### config.mk
export PLATFORM = sky130hd
export DESIGN_NAME = muldiv_ctrl_flat
export DESIGN_NICKNAME = d
export VERILOG_FILES = /design/src/rtl/muldiv_ctrl_if.sv /design/src/rtl/muldiv_ctrl.sv /design/src/flat_wrapper.sv
export SDC_FILE = /design/constraint.sdc
export NUM_CORES = 1
export LEC_CHECK = 0
export CAP_MARGIN = 0
export CORE_MARGIN = 2
export CORE_UTILIZATION = 61
export CTS_BUF_LIST = sky130_fd_sc_hd__clkbuf_4
export DETAILED_ROUTE_END_ITERATION = 10
export PLACE_DENSITY = 0.82
export REMOVE_ABC_BUFFERS = 1
export SLEW_MARGIN = 20
export SYNTH_ARGS = -nofsm -noshare
export SYNTH_HDL_FRONTEND = slang
export SYNTH_SLANG_ARGS = --single-unit
### constraint.sdc
create_clock -name clk -period 5 [get_ports clk]
set_clock_uncertainty 0.2 [all_clocks]
set_input_delay 0.75 -clock clk [delete_from_list [all_inputs] [get_ports clk]]
set_output_delay 0.75 -clock clk [all_outputs]
set_load 0.1 [all_outputs]
### src/rtl/muldiv_ctrl_if.sv
// rtl/muldiv_ctrl_if.sv - request/response bundle for the HI/LO multiply/divide unit
//
// Purpose : groups the request handshake and the HI/LO result signals of muldiv_ctrl.
// Signals : req, op[2:0], a, b, flush (requester -> unit)
//           ready, busy, done, hi, lo (unit -> requester)
// Modports: master = requester side, slave = muldiv_ctrl side
interface muldiv_ctrl_if #(
    parameter int WIDTH = 32
);
    logic             req;
    logic [2:0]       op;
    logic [WIDTH-1:0] a;
    logic [WIDTH-1:0] b;
    logic             flush;
    logic             ready;
    logic             busy;
    logic             done;
    logic [WIDTH-1:0] hi;
    logic [WIDTH-1:0] lo;

    modport master (
        output req, op, a, b, flush,
        input  ready, busy, done, hi, lo
    );

    modport slave (
        input  req, op, a, b, flush,
        output ready, busy, done, hi, lo
    );
endinterface

### src/rtl/muldiv_ctrl.sv
// rtl/muldiv_ctrl.sv - iterative MULT/MULTU/DIV/DIVU and MTHI/MTLO unit holding HI/LO
//
// Purpose : one shared shift/add-subtract datapath for MIPS multiply/divide, with
//           architectural HI/LO registers and a busy stall output.
// Ports   : clk    - rising-edge clock
//           rst_n  - asynchronous active-low reset
//           bus    - muldiv_ctrl_if.slave (req/op/a/b/flush in, ready/busy/done/hi/lo out)
// Options : MULDIV_FAST_MUL_EN - when defined, MULT/MULTU use a single combinational
//           multiply at accept and skip the iterative phase.
module muldiv_ctrl #(
    parameter int WIDTH = 32,
    parameter int CNT_W = 6
) (
    input  logic          clk,
    input  logic          rst_n,
    muldiv_ctrl_if.slave  bus
);

    localparam logic [1:0] S_IDLE = 2'd0;
    localparam logic [1:0] S_CALC = 2'd1;
    localparam logic [1:0] S_FIX  = 2'd2;

    localparam logic [2:0] OP_MULT  = 3'd0;
    localparam logic [2:0] OP_MULTU = 3'd1;
    localparam logic [2:0] OP_DIV   = 3'd2;
    localparam logic [2:0] OP_DIVU  = 3'd3;
    localparam logic [2:0] OP_MTHI  = 3'd4;
    localparam logic [2:0] OP_MTLO  = 3'd5;

    localparam logic [CNT_W-1:0] LAST_CNT = CNT_W'(WIDTH - 1);

    logic [1:0]       r_state;
    logic [CNT_W-1:0] r_cnt;
    logic [WIDTH-1:0] r_hi;
    logic [WIDTH-1:0] r_lo;
    logic             r_done;
    logic             r_is_div;
    logic             r_sa;
    logic             r_sb;
    // Multiply: {r_acc_hi,r_acc_lo} is the product register, multiplier starts in r_acc_lo.
    // Divide  : r_acc_hi is the remainder, r_acc_lo shifts dividend bits out and quotient bits in.
    logic [WIDTH-1:0] r_acc_hi;
    logic [WIDTH-1:0] r_acc_lo;
    logic [WIDTH-1:0] r_opb;

    logic             w_accept;
    logic             w_signed;
    logic             w_sa;
    logic             w_sb;
    logic [WIDTH-1:0] w_mag_a;
    logic [WIDTH-1:0] w_mag_b;
    logic [WIDTH:0]   w_mul_sum;
    logic [WIDTH:0]   w_rem_sh;
    logic             w_q_bit;
    logic [WIDTH-1:0] w_diff;
    logic [2*WIDTH-1:0] w_prod;
    logic [2*WIDTH-1:0] w_prod_fix;
    logic [WIDTH-1:0] w_quo_fix;
    logic [WIDTH-1:0] w_rem_fix;

    // flush in IDLE blocks acceptance, including MT writes
    assign w_accept = bus.req && (r_state == S_IDLE) && !bus.flush;
    assign w_signed = (bus.op == OP_MULT) || (bus.op == OP_DIV);
    assign w_sa     = w_signed && bus.a[WIDTH-1];
    assign w_sb     = w_signed && bus.b[WIDTH-1];
    assign w_mag_a  = w_sa ? (~bus.a + 1'b1) : bus.a;
    assign w_mag_b  = w_sb ? (~bus.b + 1'b1) : bus.b;

    // multiply step: conditional add into the upper half, carry kept for the right shift
    assign w_mul_sum = {1'b0, r_acc_hi} + (r_acc_lo[0] ? {1'b0, r_opb} : '0);

    // restoring divide step; the shifted remainder can reach WIDTH+1 bits
    assign w_rem_sh = {r_acc_hi, r_acc_lo[WIDTH-1]};
    assign w_q_bit  = (w_rem_sh >= {1'b0, r_opb});
    assign w_diff   = w_rem_sh[WIDTH-1:0] - r_opb;

    assign w_prod     = {r_acc_hi, r_acc_lo};
    assign w_prod_fix = (r_sa ^ r_sb) ? (~w_prod + 1'b1) : w_prod;
    assign w_quo_fix  = (r_sa ^ r_sb) ? (~r_acc_lo + 1'b1) : r_acc_lo;
    assign w_rem_fix  = r_sa ? (~r_acc_hi + 1'b1) : r_acc_hi;

`ifdef MULDIV_FAST_MUL_EN
    logic [2*WIDTH-1:0] w_fast_prod;
    assign w_fast_prod = {{WIDTH{1'b0}}, w_mag_a} * {{WIDTH{1'b0}}, w_mag_b};
`endif

    always_ff @(posedge clk or negedge rst_n) begin
        if (!rst_n) begin
            r_state  <= S_IDLE;
            r_cnt    <= '0;
            r_hi     <= '0;
            r_lo     <= '0;
            r_done   <= 1'b0;
            r_is_div <= 1'b0;
            r_sa     <= 1'b0;
            r_sb     <= 1'b0;
            r_acc_hi <= '0;
            r_acc_lo <= '0;
            r_opb    <= '0;
        end else begin
            r_done <= 1'b0;
            case (r_state)
                S_IDLE: begin
                    if (w_accept) begin
                        case (bus.op)
                            OP_MTHI: begin
                                r_hi   <= bus.a;
                                r_done <= 1'b1;
                            end
                            OP_MTLO: begin
                                r_lo   <= bus.a;
                                r_done <= 1'b1;
                            end
                            OP_MULT, OP_MULTU, OP_DIV, OP_DIVU: begin
                                r_sa     <= w_sa;
                                r_sb     <= w_sb;
                                r_is_div <= bus.op[1];
                                r_cnt    <= '0;
`ifdef MULDIV_FAST_MUL_EN
                                if (!bus.op[1]) begin
                                    r_acc_hi <= w_fast_prod[2*WIDTH-1:WIDTH];
                                    r_acc_lo <= w_fast_prod[WIDTH-1:0];
                                    r_state  <= S_FIX;
                                end else begin
                                    r_acc_hi <= '0;
                                    r_acc_lo <= w_mag_a;
                                    r_opb    <= w_mag_b;
                                    r_state  <= S_CALC;
                                end
`else
                                r_acc_hi <= '0;
                                r_acc_lo <= bus.op[1] ? w_mag_a : w_mag_b;
                                r_opb    <= bus.op[1] ? w_mag_b : w_mag_a;
                                r_state  <= S_CALC;
`endif
                            end
                            default: ;
                        endcase
                    end
                end
                S_CALC: begin
                    if (bus.flush) begin
                        r_state <= S_IDLE;
                    end else begin
                        if (r_is_div) begin
                            r_acc_hi <= w_q_bit ? w_diff : w_rem_sh[WIDTH-1:0];
                            r_acc_lo <= {r_acc_lo[WIDTH-2:0], w_q_bit};
                        end else begin
                            {r_acc_hi, r_acc_lo} <= {w_mul_sum, r_acc_lo[WIDTH-1:1]};
                        end
                        // counter parks at the last value; it is reloaded at the next accept
                        if (r_cnt == LAST_CNT) begin
                            r_state <= S_FIX;
                        end else begin
                            r_cnt <= r_cnt + 1'b1;
                        end
                    end
                end
                S_FIX: begin
                    // flush wins over the result write
                    if (!bus.flush) begin
                        if (r_is_div) begin
                            r_hi <= w_rem_fix;
                            r_lo <= w_quo_fix;
                        end else begin
                            r_hi <= w_prod_fix[2*WIDTH-1:WIDTH];
                            r_lo <= w_prod_fix[WIDTH-1:0];
                        end
                        r_done <= 1'b1;
                    end
                    r_state <= S_IDLE;
                end
                default: r_state <= S_IDLE;
            endcase
        end
    end

    assign bus.ready = (r_state == S_IDLE);
    assign bus.busy  = (r_state != S_IDLE);
    assign bus.done  = r_done;
    assign bus.hi    = r_hi;
    assign bus.lo    = r_lo;

endmodule

### src/flat_wrapper.sv
// flat-port wrapper written by rule: the top's interface ports become plain ports
module muldiv_ctrl_flat 
#(
    parameter int WIDTH = 32,
    parameter int CNT_W = 6
)
  (clk, rst_n, bus_req, bus_op, bus_a, bus_b, bus_flush, bus_ready, bus_busy, bus_done, bus_hi, bus_lo);
  muldiv_ctrl_if #(.WIDTH(WIDTH)) bus_i ();
  input  logic clk;
  input  logic rst_n;
  input wire logic [$bits(bus_i.req)-1:0] bus_req;
  input wire logic [$bits(bus_i.op)-1:0] bus_op;
  input wire logic [$bits(bus_i.a)-1:0] bus_a;
  input wire logic [$bits(bus_i.b)-1:0] bus_b;
  input wire logic [$bits(bus_i.flush)-1:0] bus_flush;
  output wire logic [$bits(bus_i.ready)-1:0] bus_ready;
  output wire logic [$bits(bus_i.busy)-1:0] bus_busy;
  output wire logic [$bits(bus_i.done)-1:0] bus_done;
  output wire logic [$bits(bus_i.hi)-1:0] bus_hi;
  output wire logic [$bits(bus_i.lo)-1:0] bus_lo;
  assign bus_i.req = bus_req;
  assign bus_i.op = bus_op;
  assign bus_i.a = bus_a;
  assign bus_i.b = bus_b;
  assign bus_i.flush = bus_flush;
  assign bus_ready = bus_i.ready;
  assign bus_busy = bus_i.busy;
  assign bus_done = bus_i.done;
  assign bus_hi = bus_i.hi;
  assign bus_lo = bus_i.lo;
  muldiv_ctrl #(.WIDTH(WIDTH), .CNT_W(CNT_W)) u_core (.clk(clk), .rst_n(rst_n), .bus(bus_i));
endmodule
==> results.txt <==
* FF-to-FF path depth: 13
- From synthesis to final layout, the design area changed by 12.6%.
- Final weighted congestion of routability-driven global placement: 0.993
- The later pin in the worst-skew pair is clocked with a latency of 0.63 ns.
* Avg WL per Cell: 22.4 um
- The worst setup path is launched from a flop.
- TritonCTS built the clock tree.
- Once placement finished, the instance area stood at 16900 sq um.
- Along the worst path, the maximum fanout reaches 19.
- Sequential cells account for 25.7% of the total power.
* Worst hold-check path type: input pin to async pin
* Xor-xnor portion of the synthesized cell area: 9.64%
* Initial core utilization: 62.4%
* Largest net degree at the start of global routing: 109
- Summing every instance area after synthesis gives 15300 sq um.
- Final critical-path required period: 4.23 ns
- The run finished with clean final reports.
- sky130_fd_sc_hd__dfrtp_1 takes more of the synthesized area than any other cell.
- H-tree levels: 4
- The initial antenna violation count is 1.
- Root buffer selected by CTS: sky130_fd_sc_hd__clkbuf_4
* Final Util: 70.3%
- Switching share of total power: 54.4%
- After the last flow step, the layout net total stands at 2211.
- Number of synthesized flops with an enable pin: 0
- TritonCTS created 17 clock buffers.
- CP required: 5.36 ns
* Number of primary I/O pins: 138
- Max-cap violations: 0
- In the post-route analysis, the smallest setup slack over all paths is 0.772 ns.
- Commonest non-fill, non-tap cell in the layout: sky130_fd_sc_hd__nor2_1
- For this run, the leading register cell type out of synthesis is sky130_fd_sc_hd__dfrtp_1.
* Mux share of post-synthesis cell area: 4.11%
- Share of flip-flops with an asynchronous set or reset: 100%
- Register area share after synthesis: 28.2%
* Worst rel slew slack: 22.0%
- For this run, design rule violations remaining after detail routing come to 0.
* R2R setup slack: 0.77 ns
- Static leakage power: 7.40 nW
* Routed length on met1: 21800 um
- Warnings from Yosys: 0
* Filler cell count in the final layout: 2048
- Power Internal: 4.23 mW
* Met3 Wirelength: 5480 um
- Number of instances resized during post-cts repair: 0
* Commonest non-fill, non-tap cells in the layout: 244 x sky130_fd_sc_hd__nor2_1, 222 x sky130_fd_sc_hd__nand2_1, 205 x sky130_fd_sc_hd__a21oi_1, 171 x sky130_fd_sc_hd__dfrtp_1, 155 x sky130_fd_sc_hd__o21ai_0
- The first routing iteration left 1961 violations.
- Horizontal die dimension: 162 um
- After Yosys synthesis, full adders, half adders and majority gates account for 5.92% of the synthesized area.
* Die area: 26300 sq um
- The first global-routing pass estimated 84000 um of wire.
* Simple-gate portion of the synthesized area: 22.0%
- The share of total power dissipated in combinational logic is 64.0%.
- Endpoint type of the worst setup path: flop
- The final critical path takes up 84.6% of the cycle.
- Design area: 17200 sq um
- Global routing consumed, over all layers together, 40.8% of the routing resources.
- Worst slack after detailed placement: 0.600 ns
- After floorplanning, the core was divided into 57 placement rows.
* Count of distinct cell types in the synthesized netlist: 78
- Buffers inserted to repair hold after CTS numbered 0.
- Fraction of the mapped netlist area in compound gates: 25.6%
* Ranking of synthesized cells by area: sky130_fd_sc_hd__dfrtp_1 28%, sky130_fd_sc_hd__a21oi_1 6.7%, sky130_fd_sc_hd__nor2_1 6.0%, sky130_fd_sc_hd__ha_1 5.7%, sky130_fd_sc_hd__nand2_1 5.5%
- VDD sags by at most 320 uV.
- The number of global-route vias before repair came to 15200.
- The analysis attributes to net switching a power of 5.05 mW.
- Routed wire length: 53800 um
* Post-CTS setup repair buffer count: 0
- ANT nets after route: 0
* Actual transition at the worst max-transition pin: 1.17 ns
- Ratio of cells with drive above 1 in the final layout: 5.38%
- Setup violations remaining at the end of the flow were counted as 0.
- Die boundary height: 162 um
- Sink Count: 172
- Wire segments on met2 add up to 23100 um in the final route.
* Gate count after technology mapping: 2004
- Largest family of logic cells by synthesized area: compound AO/OA/AOI/OAI gates
* First drt pass iteration count: 7
* Per-instance average area after synthesis: 7.62 sq um
* Area of the core region: 24500 sq um
* Top-area cell type share of the netlist area: 28.2%
- Destination of the worst register-to-register timing path: u_core.r_acc_hi[28]$_DFFE_PN0P_
- Power per unit of standard cell area: 540 nW/um^2
- Estimated wirelength of the detail-placed design: 39700 um
- Maximum buffer depth of the clock tree: 2
- Per-cell via count in the routed design: 6.72
- Hold violation count in the final report: 0
- For this run the aggregate overflow at the end of global routing stands at 0.
* Maximum frequency from static timing analysis: 237 MHz
- Setup repair after global routing left no endpoint under its margin.
- Counting flops and latches in the post-synthesis netlist gives 172.
- After detailed routing, no signal wire sits above met4.
- The worst register-to-register path begins at u_core.r_acc_lo[0]$_DFFE_PN0P_.
- The clock network burns 10.3% of the power.
* IO Port Bufs: 137
- Clock input transition at the sequential cells of the worst setup and hold paths: 0.19 ns
- The max-slew violation count is 0.
- Category of the most critical setup path: flop to flop
- Via total after detailed routing: 16200
- STA puts the critical path data arrival time at 4.59 ns.
==> worst max path at each step <==
| stage | from | end | slack, ns | cells past startpoint |
|---|---|---|---|---|
| 2_1_floorplan | u_core.r_is_div$_DFFE_PN0P_ | u_core.bus.hi[23]$_DFFE_PN0P_ | -0.20 | 8 |
| 3_3_place_gp | bus_b[2] | u_core.r_opb[26]$_DFFE_PN0P_ | 0.71 | 10 |
| 3_5_place_dp | bus_b[2] | u_core.r_opb[28]$_DFFE_PN0P_ | 0.60 | 10 |
| 4_1_cts | u_core.r_acc_lo[0]$_DFFE_PN0P_ | u_core.r_acc_hi[28]$_DFFE_PN0P_ | 0.86 | 13 |
| 5_1_grt | u_core.r_acc_lo[0]$_DFFE_PN0P_ | u_core.r_acc_hi[28]$_DFFE_PN0P_ | 0.59 | 13 |
| 6_report | u_core.r_acc_lo[0]$_DFFE_PN0P_ | u_core.r_acc_hi[28]$_DFFE_PN0P_ | 0.77 | 13 |
==> critical path, cell delays in order, from the launching register on <==
cell and delay, ns:
sky130_fd_sc_hd__dfrtp_1 0.48, sky130_fd_sc_hd__inv_1 0.34, sky130_fd_sc_hd__buf_4 0.33, sky130_fd_sc_hd__nor2_1 0.08, sky130_fd_sc_hd__ha_1 0.36, sky130_fd_sc_hd__a21o_1 0.24, sky130_fd_sc_hd__a21o_1 0.19, sky130_fd_sc_hd__a21oi_1 0.20
sky130_fd_sc_hd__o31ai_1 0.20, sky130_fd_sc_hd__a221oi_1 0.57, sky130_fd_sc_hd__nor4_1 0.11, sky130_fd_sc_hd__o41ai_1 0.38, sky130_fd_sc_hd__mux2_2 0.37, sky130_fd_sc_hd__o21ai_0 0.13
==> layout make-up <==
type                    instances  area [sq um]  area share (%)
repair buffers                174          1660            9.66
multi-input cells            1647         10300            59.9
diodes                          1          2.50          0.0146
clock inverters                14           183            1.06
flip-flops and latches        172          4310            25.1
well taps                     324           405            2.36
inverters                      57           214            1.24
clock buffers                  17           128           0.742
==> cell families (layout without fill, tap and decap cells) <==
family                   count (synthesis)  count (layout)
flip-flops                             172             172
AO/OA/AOI/OAI                          624             624
adder cells (fa/ha/maj)                 71              71
AND/OR/NAND/NOR                        723             723
multiplexers                            61              61
XOR/XNOR                               168             168
other                                    0               1
buffers and inverters                  185             262
==> sequential cells by signal, indices dropped and copies added, names as in the netlist <==
signal and cells:
u_core.r_cnt 6, u_core.r_sa 1, u_core.r_opb 32, u_core.r_acc_lo 32, u_core.r_is_div 1, u_core.bus.done 1, u_core.r_sb 1, u_core.r_acc_hi 32
u_core.r_state 2, u_core.bus.hi 32, u_core.bus.lo 32
==> per-stage QoR <==
stage / instances / power, mW / setup TNS (ns) / hold slack [ns]
after global placement: 2374 / 8.07 / 0 / 0.258
after detailed placement: 2374 / 8.17 / 0 / 0.266
after CTS: 2405 / 9.12 / 0 / 0.0865
after global routing: 2406 / 9.83 / 0 / 0.0947
final: 2406 / 9.28 / 0 / 0.0175
after floorplan: 1876 / 6.51 / -0.233 / 0.249
==> Yosys cell counts (50+ instances only) <==
library cell / count
sky130_fd_sc_hd__o31ai_1: 50
sky130_fd_sc_hd__nor2_1: 245
sky130_fd_sc_hd__dfrtp_1: 172
sky130_fd_sc_hd__ha_1: 69
sky130_fd_sc_hd__clkbuf_1: 108
sky130_fd_sc_hd__nand2_1: 223
sky130_fd_sc_hd__xor2_1: 79
sky130_fd_sc_hd__o21ai_0: 155
sky130_fd_sc_hd__nor3_1: 60
sky130_fd_sc_hd__xnor2_1: 89
sky130_fd_sc_hd__a21oi_1: 205
sky130_fd_sc_hd__inv_1: 56
==> power groups by stage <==
stage	Sequential (mW)	Combinational [mW]	Clock [mW]
global placement	2.36	5.71	0
floorplan	3.01	3.50	0
CTS	2.35	5.83	0.950
detailed placement	2.37	5.80	0
global route	2.42	6.42	0.995
finish	2.39	5.94	0.952
==> routing by layer <==
| layer | track usage, % | vias up |
|---|---|---|
| met3 | 5.98 | 213 |
| met2 | 62.3 | 1074 |
| met4 | 21.8 | 0 |
| li1 | - | 7324 |
| met1 | 56.2 | 7567 |
| met5 | 0 | - |
Power figures use the tool's default switching activity.
